$ cat src/rtl/ccu_serial_ctrl.sv
// ccu_serial_ctrl: WIDTH-bit adder sequenced through one 2-bit slice, LSB pair first
module ccu_serial_ctrl #(
  parameter int WIDTH = 8
) (
  input  logic             clk,
  input  logic             reset,
  input  logic             start,
  input  logic [WIDTH-1:0] op_a,
  input  logic [WIDTH-1:0] op_b,
  input  logic             cin,
  output logic             busy,
  output logic             done,
  output logic [WIDTH-1:0] result,
  output logic             cout,
  output logic [7:0]       step
);
  localparam int STEPS = WIDTH / 2;
  localparam logic [7:0] LAST = 8'(STEPS - 1);
  typedef enum logic [1:0] {IDLE, RUN, DN} state_t;
  state_t state;
  logic [WIDTH-1:0] a_sh, b_sh;
  logic carry;
  logic [2:0] s;
  always_comb s = {1'b0, a_sh[1:0]} + {1'b0, b_sh[1:0]} + {2'b0, carry};
  always_ff @(posedge clk) begin
    if (reset) begin
      state <= IDLE;
      busy <= 1'b0;
      done <= 1'b0;
      result <= '0;
      cout <= 1'b0;
      step <= '0;
      carry <= 1'b0;
      a_sh <= '0;
      b_sh <= '0;
    end else begin
      case (state)
        IDLE: if (start) begin
          a_sh <= op_a;
          b_sh <= op_b;
          carry <= cin;
          result <= '0;
          cout <= 1'b0;
          step <= '0;
          busy <= 1'b1;
          state <= RUN;
        end
        RUN: begin
          result[2*int'(step) +: 2] <= s[1:0];
          carry <= s[2];
          a_sh <= a_sh >> 2;
          b_sh <= b_sh >> 2;
          if (step == LAST) begin
            cout <= s[2];
            step <= '0;
            busy <= 1'b0;
            done <= 1'b1;
            state <= DN;
          end else step <= step + 8'd1;
        end
        DN: begin
          done <= 1'b0;
          state <= IDLE;
        end
        default: state <= IDLE;
      endcase
    end
  end
endmodule

$ cat config.mk
export PLATFORM = sky130hd
export DESIGN_NAME = ccu_serial_ctrl
export DESIGN_NICKNAME = d
export VERILOG_FILES = /design/src/rtl/ccu_serial_ctrl.sv
export SDC_FILE = /design/constraint.sdc
export NUM_CORES = 1
export LEC_CHECK = 0
export ABC_AREA = 0
export CORE_MARGIN = 2
export CORE_UTILIZATION = 56
export DETAILED_ROUTE_END_ITERATION = 16
export HOLD_SLACK_MARGIN = 0.05
export PLACE_DENSITY = 0.95
export SLEW_MARGIN = 5
export SYNTH_ARGS = -nofsm -noshare
export SYNTH_HDL_FRONTEND = slang
export SYNTH_SLANG_ARGS = --single-unit
$ cat constraint.sdc
create_clock -name clk -period 3.15 [get_ports clk]
set_input_delay 0.63 -clock clk [delete_from_list [all_inputs] [get_ports clk]]
set_output_delay 0.63 -clock clk [all_outputs]
set_load 0.01 [all_outputs]
==> flow_results.xml <==
<?xml version="1.0" encoding="UTF-8"?>
<metrics>
  <group name="cells_and_area">
    <metric name="final_design_area_no_fill" unit="um^2">2522</metric>
    <metric name="final_common_cell" unit="">sky130_fd_sc_hd__nor2_1</metric>
    <metric name="antenna_cells_inserted" unit="">0</metric>
    <metric name="multi_input_combinational_cell_area" unit="um^2">1185</metric>
    <metric name="final_util" unit="">0.6995</metric>
    <metric name="most-common-layout-cells" unit="">42 x sky130_fd_sc_hd__nor2_1, 38 x sky130_fd_sc_hd__dfxtp_1, 38 x sky130_fd_sc_hd__clkdlybuf4s50_1</metric>
    <metric name="area_delta_synth_final" unit="%">22.03</metric>
    <metric name="layout-drive-gt1-share" unit="">0.07119</metric>
    <metric name="num-nets-final" unit="">320</metric>
    <metric name="fillCellCount" unit="">288</metric>
    <metric name="final-seq-area" unit="um^2">760.7</metric>
  </group>
  <group name="grt">
    <metric name="grt.busiest_layer" unit="">met2</metric>
    <metric name="grt_util_met3" unit="">0.06771</metric>
    <metric name="grt_pass1_vias" unit="">1739</metric>
    <metric name="met1_usage" unit="">0.3242</metric>
    <metric name="grt_max_degree" unit="">30</metric>
    <metric name="groute.layer.met2.usage" unit="">0.3802</metric>
    <metric name="grt_overflow" unit="">0</metric>
    <metric name="gr-usage-all-layers" unit="">0.2436</metric>
    <metric name="antenna_found_initial" unit="">0</metric>
    <metric name="grt_first_pass_wirelength" unit="mm">7.948</metric>
  </group>
  <group name="sta">
    <metric name="finalWorstSetupSlack" unit="ns">0.7000</metric>
    <metric name="timing.final.setup_violations" unit="">0</metric>
    <metric name="timing.max_slew.rel_slack" unit="">0.4540</metric>
    <metric name="finalHoldViolations" unit="">0</metric>
    <metric name="unrepaired_setup_endpoints_after_global_routing" unit="">no</metric>
    <metric name="worst_clock_skew" unit="ns">0.005654</metric>
    <metric name="timing.final.crit_period" unit="ns">2.450</metric>
    <metric name="worstMarginPinSlew" unit="ns">0.8190</metric>
    <metric name="max_freq" unit="MHz">408.2</metric>
    <metric name="finalCritPeriodShare" unit="">0.7778</metric>
    <metric name="setup_total_negative_slack" unit="ns">0</metric>
    <metric name="final_max_slew_viol_count" unit="">0</metric>
  </group>
  <group name="min_path">
    <metric name="holdCritPathClass" unit="">flip-flop to flip-flop</metric>
    <metric name="timing.hold.worst.start" unit="">b_sh[5]$_SDFFE_PP0P_</metric>
  </group>
  <group name="logic_synthesis">
    <metric name="synth_compound_area_frac" unit="">0.1786</metric>
    <metric name="yosys.area_share.adder" unit="">0.03753</metric>
    <metric name="post_synth_num_cell_types" unit="">50</metric>
    <metric name="synth-edff-count" unit="">0</metric>
    <metric name="synth_mux_area_frac" unit="">0.01937</metric>
    <metric name="postSynthNetCount" unit="">290</metric>
    <metric name="synthesis.area_per_instance" unit="um^2">7.800</metric>
    <metric name="netlist_instances" unit="">265</metric>
    <metric name="synth_top_family_by_area" unit="">simple AND/OR/NAND/NOR gates</metric>
    <metric name="cell_area_synth" unit="um^2">2067</metric>
    <metric name="synthXorXnorAreaFrac" unit="">0.01271</metric>
    <metric name="synth-seq-area-share" unit="">0.3680</metric>
    <metric name="synth_warnings" unit="">0</metric>
    <metric name="synth_simple_gate_area_share" unit="">0.3238</metric>
    <metric name="postSynth.asyncResetShare" unit="">0</metric>
    <metric name="postSynthRegisterBits" unit="">38</metric>
    <metric name="synthFlopType" unit="">sky130_fd_sc_hd__dfxtp_1</metric>
  </group>
  <group name="cts">
    <metric name="post_cts.repair.setup_buffers" unit="">0</metric>
    <metric name="insertion_delay" unit="ns">0.29</metric>
    <metric name="clkSinkCount" unit="">38</metric>
    <metric name="numCtsBuffers" unit="">5</metric>
    <metric name="ctsHtreeMaxLevel" unit="">2</metric>
    <metric name="clockRootBuffer" unit="">sky130_fd_sc_hd__clkbuf_8</metric>
    <metric name="cts_resized" unit="">0</metric>
    <metric name="ctsHoldBuffers" unit="">0</metric>
    <metric name="tritoncts" unit="">built</metric>
    <metric name="clockBufferDepth" unit="">2</metric>
    <metric name="cts.reportedPaths.clkPinSlew" unit="ns">0.07</metric>
  </group>
  <group name="worst_setup_path">
    <metric name="r2r_setup_slack" unit="ns">0.70</metric>
    <metric name="worst-r2r-cell-count" unit="">8</metric>
    <metric name="worstPathMaxFanout" unit="">12</metric>
    <metric name="path_class" unit="">flip-flop to flip-flop</metric>
    <metric name="critPathLaunch" unit="">step[0]$_SDFFE_PP0P_</metric>
    <metric name="worst_r2r_startpoint" unit="">step[0]$_SDFFE_PP0P_</metric>
    <metric name="start_kind" unit="">flip-flop</metric>
    <metric name="crit_end" unit="">result[1]$_SDFFE_PP0P_</metric>
    <metric name="required_time_of_the_worst_setup_path" unit="ns">3.33</metric>
    <metric name="endpoint_kind" unit="">flip-flop</metric>
    <metric name="critical_path_data_arrival_time" unit="ns">2.63</metric>
    <metric name="regToRegEndpoint" unit="">result[1]$_SDFFE_PP0P_</metric>
  </group>
  <group name="detailed_routing">
    <metric name="route.vias.total" unit="">1934</metric>
    <metric name="post_drt_wl_per_cell" unit="um">13.79</metric>
    <metric name="first_iter_violations" unit="">150</metric>
    <metric name="routed_wirelength" unit="mm">4.731</metric>
    <metric name="drt_pass1_iterations" unit="">4</metric>
    <metric name="detail_routed_via_count_per_cell" unit="">5.638</metric>
    <metric name="drc_errors" unit="">0</metric>
    <metric name="ant_nets" unit="">0</metric>
  </group>
  <group name="placed_design">
    <metric name="dpl_cell_area" unit="um^2">2442</metric>
    <metric name="post-place-ws" unit="ns">0.7724</metric>
    <metric name="place_hpwl" unit="mm">3.238</metric>
    <metric name="place.gp.congestion" unit="">0.8067</metric>
    <metric name="io_buffers" unit="">38</metric>
  </group>
  <group name="die">
    <metric name="initial_utilization" unit="">0.5732</metric>
    <metric name="placeableCoreArea" unit="um^2">3606</metric>
    <metric name="die_height" unit="um">64.76</metric>
    <metric name="std_cell_rows" unit="">22</metric>
    <metric name="die-area" unit="um^2">4193</metric>
    <metric name="pin_count" unit="">39</metric>
    <metric name="die_w" unit="um">64.76</metric>
  </group>
  <group name="power">
    <metric name="ir_worst_vdd" unit="V">0.0002700</metric>
    <metric name="powerDensity" unit="nW/um^2">397.3</metric>
    <metric name="p_leak" unit="nW">0.9702</metric>
  </group>
  <group name="run_status">
    <metric name="outcome" unit="">finished clean</metric>
  </group>
  <group name="run">
    <metric name="cap_viol_max_count" unit="">0</metric>
  </group>
</metrics>
synth_stat cells, types with 2 or more instances:
cell type	instances	area share
sky130_fd_sc_hd__a211oi_1	2	0.0073
sky130_fd_sc_hd__a21oi_1	17	0.041
sky130_fd_sc_hd__a311oi_1	14	0.059
sky130_fd_sc_hd__a31oi_1	2	0.0061
sky130_fd_sc_hd__and3_1	3	0.0091
sky130_fd_sc_hd__and3_2	2	0.0073
sky130_fd_sc_hd__buf_2	2	0.0048
sky130_fd_sc_hd__buf_6	2	0.011
sky130_fd_sc_hd__clkbuf_1	12	0.022
sky130_fd_sc_hd__dfxtp_1	38	0.37
sky130_fd_sc_hd__fa_1	2	0.019
sky130_fd_sc_hd__ha_1	3	0.018
sky130_fd_sc_hd__inv_1	9	0.016
sky130_fd_sc_hd__mux2i_1	4	0.019
sky130_fd_sc_hd__nand2_1	36	0.065
sky130_fd_sc_hd__nand2b_1	6	0.018
sky130_fd_sc_hd__nand3_1	3	0.0073
sky130_fd_sc_hd__nand3b_1	3	0.011
sky130_fd_sc_hd__nand4_1	3	0.0091
sky130_fd_sc_hd__nor2_1	43	0.078
sky130_fd_sc_hd__nor2b_1	6	0.018
sky130_fd_sc_hd__nor3_1	7	0.017
sky130_fd_sc_hd__nor3b_1	4	0.015
sky130_fd_sc_hd__nor4b_1	2	0.0085
sky130_fd_sc_hd__o21ai_0	8	0.019
sky130_fd_sc_hd__o21ai_1	6	0.015
sky130_fd_sc_hd__or2_2	2	0.0061
sky130_fd_sc_hd__xor2_1	2	0.0085
metal layers:
metal / up-vias / wire length (um)
li1: 990 / -
met1: 879 / 2183
met2: 58 / 2242
met3: 7 / 239
met4: 0 / 65
met5: - / 0
cell type report:
class                      count  area share
clock buffer                   6     0.02877
clock inverter                 1    0.002976
inverter                       9     0.01339
multi-input combinational    200      0.4697
sequential                    38      0.3016
tap                           48     0.02381
timing repair buffer          41      0.1597
cell families after synthesis:
kind of cell	Yosys count
AOI/OAI and AO/OA	56
and+or+nand+nor	132
buffers and inverters	27
muxes	4
xor gates and xnor gates	3
adders and majority gates	5
DFF	38
worst min path at each step:
stage                     slack (ns)                endpoint  cells after the start
after floorplan                 0.45    a_sh[6]$_SDFFE_PP0P_                      2
after global placement          0.45  result[0]$_SDFFE_PP0P_                      2
after detailed placement        0.45  result[0]$_SDFFE_PP0P_                      2
after CTS                       0.47    b_sh[3]$_SDFFE_PP0P_                      2
after global routing            0.50  result[0]$_SDFFE_PP0P_                      2
final                           0.47    b_sh[3]$_SDFFE_PP0P_                      2
flip-flops by register name (all words and copies together) (netlist names):
name,flops
result,8
step,8
done,1
state,2
busy,1
a_sh,8
b_sh,8
carry,1
cout,1
stage by stage:
step                      power [mW]  instances  hold slack, ns
final                          1.002        343          0.4738
after global routing           1.049        343          0.5021
after CTS                      1.005        343          0.4742
after detailed placement      0.6928        336          0.4528
after global placement        0.6864        336          0.4525
after floorplan               0.6343        265          0.4536
report_power, final:
part / internal (mW) / leakage, nW / switching [mW]
Sequential: 0.502 / 0.311 / 0.0184
Clock: 0.152 / 0.0373 / 0.166
Combinational: 0.0749 / 0.622 / 0.0899
critical path: stages (launching register included):
cell                       delay [ns]
sky130_fd_sc_hd__dfxtp_1         0.59
sky130_fd_sc_hd__inv_1           0.18
sky130_fd_sc_hd__ha_1            0.41
sky130_fd_sc_hd__or4b_1          0.50
sky130_fd_sc_hd__o22ai_1         0.20
sky130_fd_sc_hd__and4_1          0.22
sky130_fd_sc_hd__a211oi_1        0.07
sky130_fd_sc_hd__nand2_1         0.12
sky130_fd_sc_hd__o21ai_1         0.06
Power figures use the tool's default switching activity.
